<file path="config.mk">
export PLATFORM = sky130hd
export DESIGN_NAME = tiny_ctrl_fsm
export DESIGN_NICKNAME = d
export VERILOG_FILES = /design/src/rtl/tiny_pkg.sv /design/src/rtl/tiny_ctrl_decode.sv /design/src/rtl/tiny_ctrl_fsm.sv
export SDC_FILE = /design/constraint.sdc
export NUM_CORES = 1
export LEC_CHECK = 0
export ABC_AREA = 0
export BUFFER_PORTS_ARGS = -buffer_cell sky130_fd_sc_hd__buf_2
export CAP_MARGIN = 0
export CELL_PAD_IN_SITES_DETAIL_PLACEMENT = 2
export CELL_PAD_IN_SITES_GLOBAL_PLACEMENT = 2
export CORE_ASPECT_RATIO = 0.5
export CORE_UTILIZATION = 27
export CTS_CLUSTER_SIZE = 12
export DETAILED_ROUTE_END_ITERATION = 6
export PLACE_DENSITY = 0.81
export REMOVE_ABC_BUFFERS = 1
export SLEW_MARGIN = 40
export SYNTH_ARGS = -nofsm -noshare
export SYNTH_HDL_FRONTEND = slang
export SYNTH_SLANG_ARGS = --single-unit
</file>
<file path="constraint.sdc">
create_clock -name clk -period 1.9 [get_ports clk]
set_input_delay 0.19 -clock clk [delete_from_list [all_inputs] [get_ports clk]]
set_output_delay 0.19 -clock clk [all_outputs]
set_load 0.01 [all_outputs]
</file>
<file path="src/rtl/tiny_pkg.sv">
// Shared definitions for the tinyProcessor controller: opcodes, datapath
// select encodings and the controller state enum.
package tiny_pkg;

  localparam logic [3:0] OP_NOP = 4'h0;
  localparam logic [3:0] OP_ADD = 4'h1;
  localparam logic [3:0] OP_SUB = 4'h2;
  localparam logic [3:0] OP_AND = 4'h3;
  localparam logic [3:0] OP_XOR = 4'h4;
  localparam logic [3:0] OP_CMP = 4'h5;
  localparam logic [3:0] OP_LD  = 4'h6;
  localparam logic [3:0] OP_ST  = 4'h7;
  localparam logic [3:0] OP_JMP = 4'h8;
  localparam logic [3:0] OP_JC  = 4'h9;
  localparam logic [3:0] OP_HLT = 4'hF;

  // Shared with the logical unit.
  localparam logic [1:0] LOGIC_AND = 2'b00;
  localparam logic [1:0] LOGIC_XOR = 2'b01;
  localparam logic [1:0] LOGIC_CMP = 2'b10;
  localparam logic [1:0] LOGIC_NOP = 2'b11;

  localparam logic [1:0] ALU_SEL_ADD   = 2'b00;
  localparam logic [1:0] ALU_SEL_SUB   = 2'b01;
  localparam logic [1:0] ALU_SEL_LOGIC = 2'b10;
  localparam logic [1:0] ALU_SEL_PASS  = 2'b11;

  typedef enum logic [2:0] {
    ST_FETCH  = 3'd0,
    ST_DECODE = 3'd1,
    ST_EXEC   = 3'd2,
    ST_TARGET = 3'd3,
    ST_HALT   = 3'd4
  } state_e;

endpackage

</file>
<file path="src/rtl/tiny_ctrl_decode.sv">
// Combinational strobe decode: opcode + state -> datapath strobes.
// Strobes are live only in EXEC while the controller is active.
module tiny_ctrl_decode
  import tiny_pkg::*;
(
  input  state_e      state,
  input  logic [3:0]  opcode,
  input  logic        active,
  output logic        acc_we,
  output logic        reg_we,
  output logic [1:0]  alu_sel,
  output logic [1:0]  logic_op
);

  always_comb begin
    acc_we   = 1'b0;
    reg_we   = 1'b0;
    alu_sel  = ALU_SEL_ADD;
    logic_op = LOGIC_NOP;
    if (active && state == ST_EXEC) begin
      case (opcode)
        OP_ADD: begin
          acc_we  = 1'b1;
          alu_sel = ALU_SEL_ADD;
        end
        OP_SUB: begin
          acc_we  = 1'b1;
          alu_sel = ALU_SEL_SUB;
        end
        OP_AND: begin
          acc_we   = 1'b1;
          alu_sel  = ALU_SEL_LOGIC;
          logic_op = LOGIC_AND;
        end
        OP_XOR: begin
          acc_we   = 1'b1;
          alu_sel  = ALU_SEL_LOGIC;
          logic_op = LOGIC_XOR;
        end
        OP_CMP: logic_op = LOGIC_CMP;
        OP_LD: begin
          acc_we  = 1'b1;
          alu_sel = ALU_SEL_PASS;
        end
        OP_ST:   reg_we = 1'b1;
        default: ;
      endcase
    end
  end

endmodule

</file>
<file path="src/rtl/tiny_ctrl_fsm.sv">
// Fetch/decode/execute controller for the 8-bit tinyProcessor: sequences
// instruction fetch, drives datapath strobes and resolves JMP/JC.
module tiny_ctrl_fsm
  import tiny_pkg::*;
#(
  parameter int              PC_W     = 8,
  parameter logic [PC_W-1:0] RESET_PC = '0
) (
  input  logic            clk,
  input  logic            rst,
  input  logic            en,
  output logic [PC_W-1:0] imem_addr,
  input  logic [7:0]      imem_data,
  input  logic            cmp_flag,
  output logic [3:0]      reg_sel,
  output logic [1:0]      alu_sel,
  output logic [1:0]      logic_op,
  output logic            acc_we,
  output logic            reg_we,
  output logic            c_flag,
  output logic [PC_W-1:0] pc,
  output logic            halted
);

  state_e          state_q, state_d;
  logic [PC_W-1:0] pc_q, pc_d;
  logic [7:0]      ir_q, ir_d;
  logic            c_q, c_d;

  always_ff @(posedge clk) begin
    if (rst) begin
      state_q <= ST_FETCH;
      pc_q    <= RESET_PC;
      ir_q    <= 8'h00;
      c_q     <= 1'b0;
    end else begin
      state_q <= state_d;
      pc_q    <= pc_d;
      ir_q    <= ir_d;
      c_q     <= c_d;
    end
  end

  always_comb begin
    state_d = state_q;
    pc_d    = pc_q;
    ir_d    = ir_q;
    c_d     = c_q;
    if (en) begin
      case (state_q)
        ST_FETCH: state_d = ST_DECODE;
        ST_DECODE: begin
          ir_d    = imem_data;
          pc_d    = pc_q + PC_W'(1);
          state_d = ST_EXEC;
        end
        ST_EXEC: begin
          case (ir_q[7:4])
            OP_CMP: begin
              c_d     = cmp_flag;
              state_d = ST_FETCH;
            end
            OP_JMP, OP_JC: state_d = ST_TARGET;
            OP_HLT:        state_d = ST_HALT;
            default:       state_d = ST_FETCH;
          endcase
        end
        ST_TARGET: begin
          // Not-taken JC still has to step over its operand byte.
          if (ir_q[7:4] == OP_JMP || c_q)
            pc_d = PC_W'(imem_data);
          else
            pc_d = pc_q + PC_W'(1);
          state_d = ST_FETCH;
        end
        ST_HALT: state_d = ST_HALT;
        default: state_d = ST_FETCH;
      endcase
    end
  end

  // Strobes are also masked by rst so an aborted instruction writes nothing.
  tiny_ctrl_decode u_decode (
    .state    (state_q),
    .opcode   (ir_q[7:4]),
    .active   (en & ~rst),
    .acc_we   (acc_we),
    .reg_we   (reg_we),
    .alu_sel  (alu_sel),
    .logic_op (logic_op)
  );

  assign imem_addr = pc_q;
  assign pc        = pc_q;
  assign reg_sel   = ir_q[3:0];
  assign c_flag    = c_q;
  assign halted    = (state_q == ST_HALT);

endmodule

</file>
# Word level (Yosys, flattened, before mapping)
# Cells that the tools add are included.
# W data, S select, Z words.
dict set report totals {
  romBits 0
  out_inout_bits 28
  n_memories 0
  ram_bits 0
  latch_bits 0
  reg_bits 20
}
dict set report op_classes {
  n_mul 0
  n_eq_ne 14
  n_bitwise 2
  n_reduce_logical 10
  n_shift 0
  div 0
  n_lt_le_gt_ge 0
  mux 12
  add_sub_neg 1
}
# operator count
set op_table {}
lappend op_table {{$eq A4 B3 Y1 const B} 4}
lappend op_table {{$pmux W8 S2} 1}
lappend op_table {{$eq A4 B4 Y1 const B} 3}
lappend op_table {{$pmux W2 S3} 2}
lappend op_table {{$pmux W3 S4} 1}
lappend op_table {{$add A8 B1 Y8 const B} 1}
lappend op_table {{$eq A4 B2 Y1 const B} 2}
lappend op_table {{$mux W8} 1}
lappend op_table {{$eq A3 B2 Y1 const B} 2}
lappend op_table {{$pmux W3 S2} 1}
lappend op_table {{$reduce_or A5 Y1} 1}
lappend op_table {{$eq A4 B1 Y1 const B} 1}
lappend op_table {{$mux W1} 4}
lappend op_table {{$mux W2} 2}
lappend op_table {{$reduce_and A2 Y1} 2}
lappend op_table {{$reduce_or A2 Y1} 2}
lappend op_table {{$eq A3 B1 Y1 const B} 1}
lappend op_table {{$eq A3 B3 Y1 const B} 1}
lappend op_table {{$logic_not A3 Y1} 1}
lappend op_table {{$reduce_and A3 Y1} 1}
lappend op_table {{$reduce_bool A2 Y1} 1}
lappend op_table {{$and A1 B1 Y1} 1}
lappend op_table {{$logic_and A1 B1 Y1} 1}
lappend op_table {{$logic_or A1 B1 Y1} 1}
lappend op_table {{$not A1 Y1} 1}

# Logic depth before layout (Yosys ltp)
dict set report depth {
  depth_word 4
  depth_mapped 7
}

# Hierarchy
# Synthesis repeated with hierarchy kept, for this count alone.
dict set report unflattened {
  cells_unflattened 155
  area_unflattened_um2 1261.2
}
# module cells_each area_per_inst_um2 instances
set by_module_without_submodules {}
lappend by_module_without_submodules {tiny_ctrl_fsm 142 1141.1 1}
lappend by_module_without_submodules {tiny_ctrl_decode 13 120.1 1}

# Worst setup path after synthesis
# OpenSTA, ideal clock, no wires.
dict set report synth_path {
  path_type {register to register}
  start {register pc_q[0], in the netlist imem_addr[0]}
  end {register pc_q[6], in the netlist imem_addr[6]}
  path_stages_with_launch 6
  slack_ps 251
  path_buffers 0
  t_arrival_ps 1575
  t_required_ps 1826
  path_cell_list {dfxtp_1 > ha_1 > nand3_1 > or2_2 > or4_1 > a31oi_1}
}
dict set report synth_via {
  elab_chain_len 3
}
# item line_no
set synth_lines {}
lappend synth_lines {{start: declaration} tiny_ctrl_fsm.sv:26} ;# logic [PC_W-1:0] pc_q, pc_d;
lappend synth_lines {{start signal: assignment} tiny_ctrl_fsm.sv:38} ;# pc_q <= pc_d;
lappend synth_lines {{$add A8 B1 Y8 (*)} {tiny_ctrl_fsm.sv:54, tiny_ctrl_fsm.sv:73}}
lappend synth_lines {{$mux W8} tiny_ctrl_fsm.sv:70} ;# if (ir_q[7:4] == OP_JMP || c_q)
lappend synth_lines {{$pmux W8 S2 (*)} tiny_ctrl_fsm.sv:50} ;# case (state_q)
# Every way passes the cells marked *; elsewhere a longest branch is shown, timed or not.
# A chain may end at the register's enable or synchronous reset.

# Final worst setup path
dict set report layout_path {
  start {register state_q[0]}
  end {output port acc_we}
}
dict set report layout_via {
  elab_chain_len 3
}
# item line_no
set layout_lines {}
lappend layout_lines {{start: declaration} tiny_ctrl_fsm.sv:25} ;# state_e state_q, state_d;
lappend layout_lines {{start signal: assignment} tiny_ctrl_fsm.sv:37} ;# state_q <= state_d;
lappend layout_lines {{$eq A3 B2 Y1} tiny_ctrl_decode.sv:20} ;# if (active && state == ST_EXEC) begin
lappend layout_lines {{$logic_and A1 B1 Y1} tiny_ctrl_decode.sv:20}
lappend layout_lines {{$mux W1} tiny_ctrl_decode.sv:20}
lappend layout_lines {{end: declaration} tiny_ctrl_fsm.sv:18} ;# output logic acc_we,
# No other way between the ends.

==> flow_summary.toml <==
[cells_and_area]
syn_to_final_growth_pct = 17.1
n_antenna_cell = 0
design_area_um2 = 1390
nets = 195
drive_gt1_share_pct = 28.3

[sta]
rsz0062_at_grt = "false"
final.min_clock_period_ns = 1.76
tns_ns = 0
relSlewSlack_pct = 54.7
holdWs_ns = 0.171
clock-skew-final_ns = 0.00472
max_freq_mhz = 567
setup_violations = 0
slew_viol_final = 0
timing.final.crit_share_pct = 92.9
tightest_slew_ns = 0.675
hold_violations = 0

[worst_setup_path]
critPathRequiredTime_ns = 1.71
cpPeakStageDelay_ns = 0.40
critPathKind = "flip-flop to primary output"
cp_max_fo = 9
cp_slowest_cell = "dfxtp_1"
crit_chain = "or2_2 -> nor3_4 -> and3_1 -> buf_2"
crit_path_end_kind = "primary output"
critPathLaunchType = "flip-flop"
critPathArrivalTime_ns = 1.57

[floorplan]
die_w_um = 95.6
initial_core_util_pct = 29.3
dieArea_um2 = 4670
core_area_um2 = 4040
ioPinCount = 40
die-height_um = 48.8
core.rowCount = 16

[clocking]
numCtsBuffers = 3
cts_tree = "done"
cts_max_path_buffers = 2
cts-root-buf = "clkbuf_8"
htree_levels = 1
clkSinkCount = 20
clkSlewWorstSetupHoldPaths_ns = 0.08
clk_latency_ns = 0.27

[routing]
drcViolationCount = 0
wire_per_inst_um = 15.7
antenna_left = 0
viasPerCell = 5.17
drt-total-wl_um = 3660
drt_first_pass_iters = 4
first_iter_violations = 11
via_count = 1210

[grt]
antenna_found_initial = 0
grt_max_degree = 22
grt_pass1_vias = 1259
grt_pass1_wl_um = 6130
grt-ovfl-total = 0
grt_use_total_pct = 16.9

[yosys]
synth_seq_cells = 20
yosys.area_share.xor_xnor_pct = 0.740
synth-edff-count = 0
synthMuxAreaShare_pct = 0.846
synth_top_family_by_area = "simple AND/OR/NAND/NOR gates"
syn_area_um2 = 1180
synth_compound_area_share_pct = 16.4
synth_warnings = 0
synthSimpleGateAreaFrac_pct = 35.9
avgSynthCellArea_um2 = 7.54
async_reset_ff_share_pct = 0
synthAdderAreaFrac_pct = 1.06
ys.flop_type = "dfxtp_1"
ys_seq_area_share_pct = 33.8
synthDistinctLibCells = 38
synthCells = 157

[placed_design]
portBuffers = 39
dpl-instance-area_um2 = 1330
dp_hpwl_um = 2780
gp_congestion = 0.720

[pwr]
peakVddDrop_mv = 0.220
p_total_mw = 0.853
p_leak_nw = 0.560
p_per_area_nw_per_um2 = 615

[min_path]
hp-class = "input port to flip-flop"

[status]
status = "finished, final reports clean"

[job]
drv_cap = 0
metal layers:
metal | GRT usage (%) | part of all wire (%) | vias up
met5 | 0 | 0 | -
met4 | 5.22 | 0.52 | 0
met3 | 3.74 | 2.8 | 2
met2 | 28.8 | 49 | 21
met1 | 21.3 | 48 | 599
li1 | - | - | 588
final cells by class:
class / instances / area (um2)
inverters: 1 / 3.75
fillers: 484 / 2660
clock buffers: 3 / 41.3
multi-input cells: 115 / 662
flip-flops and latches: 20 / 402
well taps: 54 / 67.6
repair buffers: 41 / 210
worst max-delay path: cells and delay by family (launching register included):
family                 cells  cell delay, ns
AND/OR/NAND/NOR            3            0.77
flip-flops                 1            0.40
buffers and inverters      1            0.14
timing repair:
action | 4_1_cts | 5_1_grt
setup endpoints to repair | 5 | 4
buffers inserted | 0 | 0
hold buffers | 0 | 0
gates cloned | 0 | 0
resized for setup | 1 | 3
through the flow:
stage / instances / util [%] / setup slack (ns)
2_1_floorplan: 136 / - / 0.183
3_3_place_gp: 231 / 33.0 / 0.265
3_5_place_dp: 231 / 33.0 / 0.168
4_1_cts: 234 / 34.1 / 0.0394
5_1_grt: 234 / 34.3 / 0.00641
6_report: 234 / 34.3 / 0.136
sequential cells by signal (all words and copies together), names as in the netlist:
register	cells
imem_addr	8
ir_q	8
state_q	3
c_flag	1
cells in the mapped netlist, types with 3 or more instances:
cell type	count	area, um2
nor3_1	5	25.0
a31oi_1	7	43.8
clkbuf_1	5	18.8
or4_1	3	22.5
nor2_1	7	26.3
a21oi_1	11	55.1
nand3b_1	3	22.5
a2bb2oi_1	3	26.3
nand2b_1	3	18.8
nand3_1	11	55.1
buf_4	12	90.1
buf_2	4	20.0
nand2_1	29	109
dfxtp_1	20	400
o21ai_0	5	25.0
path summary, 6_finish.rpt:
kind	cells past startpoint	startpoint	to	slack, ns
worst max-delay path	4	state_q[0]	acc_we	0.14
worst min-delay path	3	imem_data[4]	ir_q[4]	0.17
worst max register to register	5	imem_addr[0]	imem_addr[6]	0.17
worst min register to register	2	ir_q[3]	ir_q[3]	0.46
placed cells by master, fill, tap and decap left out, types with 2 or more instances in the layout:
master	netlist	routed
buf_4	12	2
clkbuf_8	0	3
buf_2	4	39
nand2_1	29	29
and3_1	2	2
a2bb2oi_1	3	3
nor3_1	5	4
nand3_1	11	11
o21ai_0	5	5
or4_1	3	3
nor4_1	2	2
dfxtp_1	20	19
nand3b_1	3	3
or2_2	2	2
and2_1	2	2
and3b_1	2	2
nand2b_1	3	3
nor2_1	7	7
or3_1	2	2
a31oi_1	7	7
a21oi_1	11	11
power breakdown:
part	switching (mW)	leakage [nW]	internal (mW)
registers	0.0216	0.163	0.434
logic	0.0651	0.376	0.0427
clock network	0.147	0.0216	0.142
total	0.234	0.560	0.618
cells by family (layout without fill, tap and decap cells):
logic type	count (synthesis)	in the layout
mux	1	1
simple gates	81	81
fa+ha+maj	1	1
compound gates	31	31
buf+inv	22	45
flops	20	20
xor+xnor	1	1
Power figures use the tool's default switching activity.
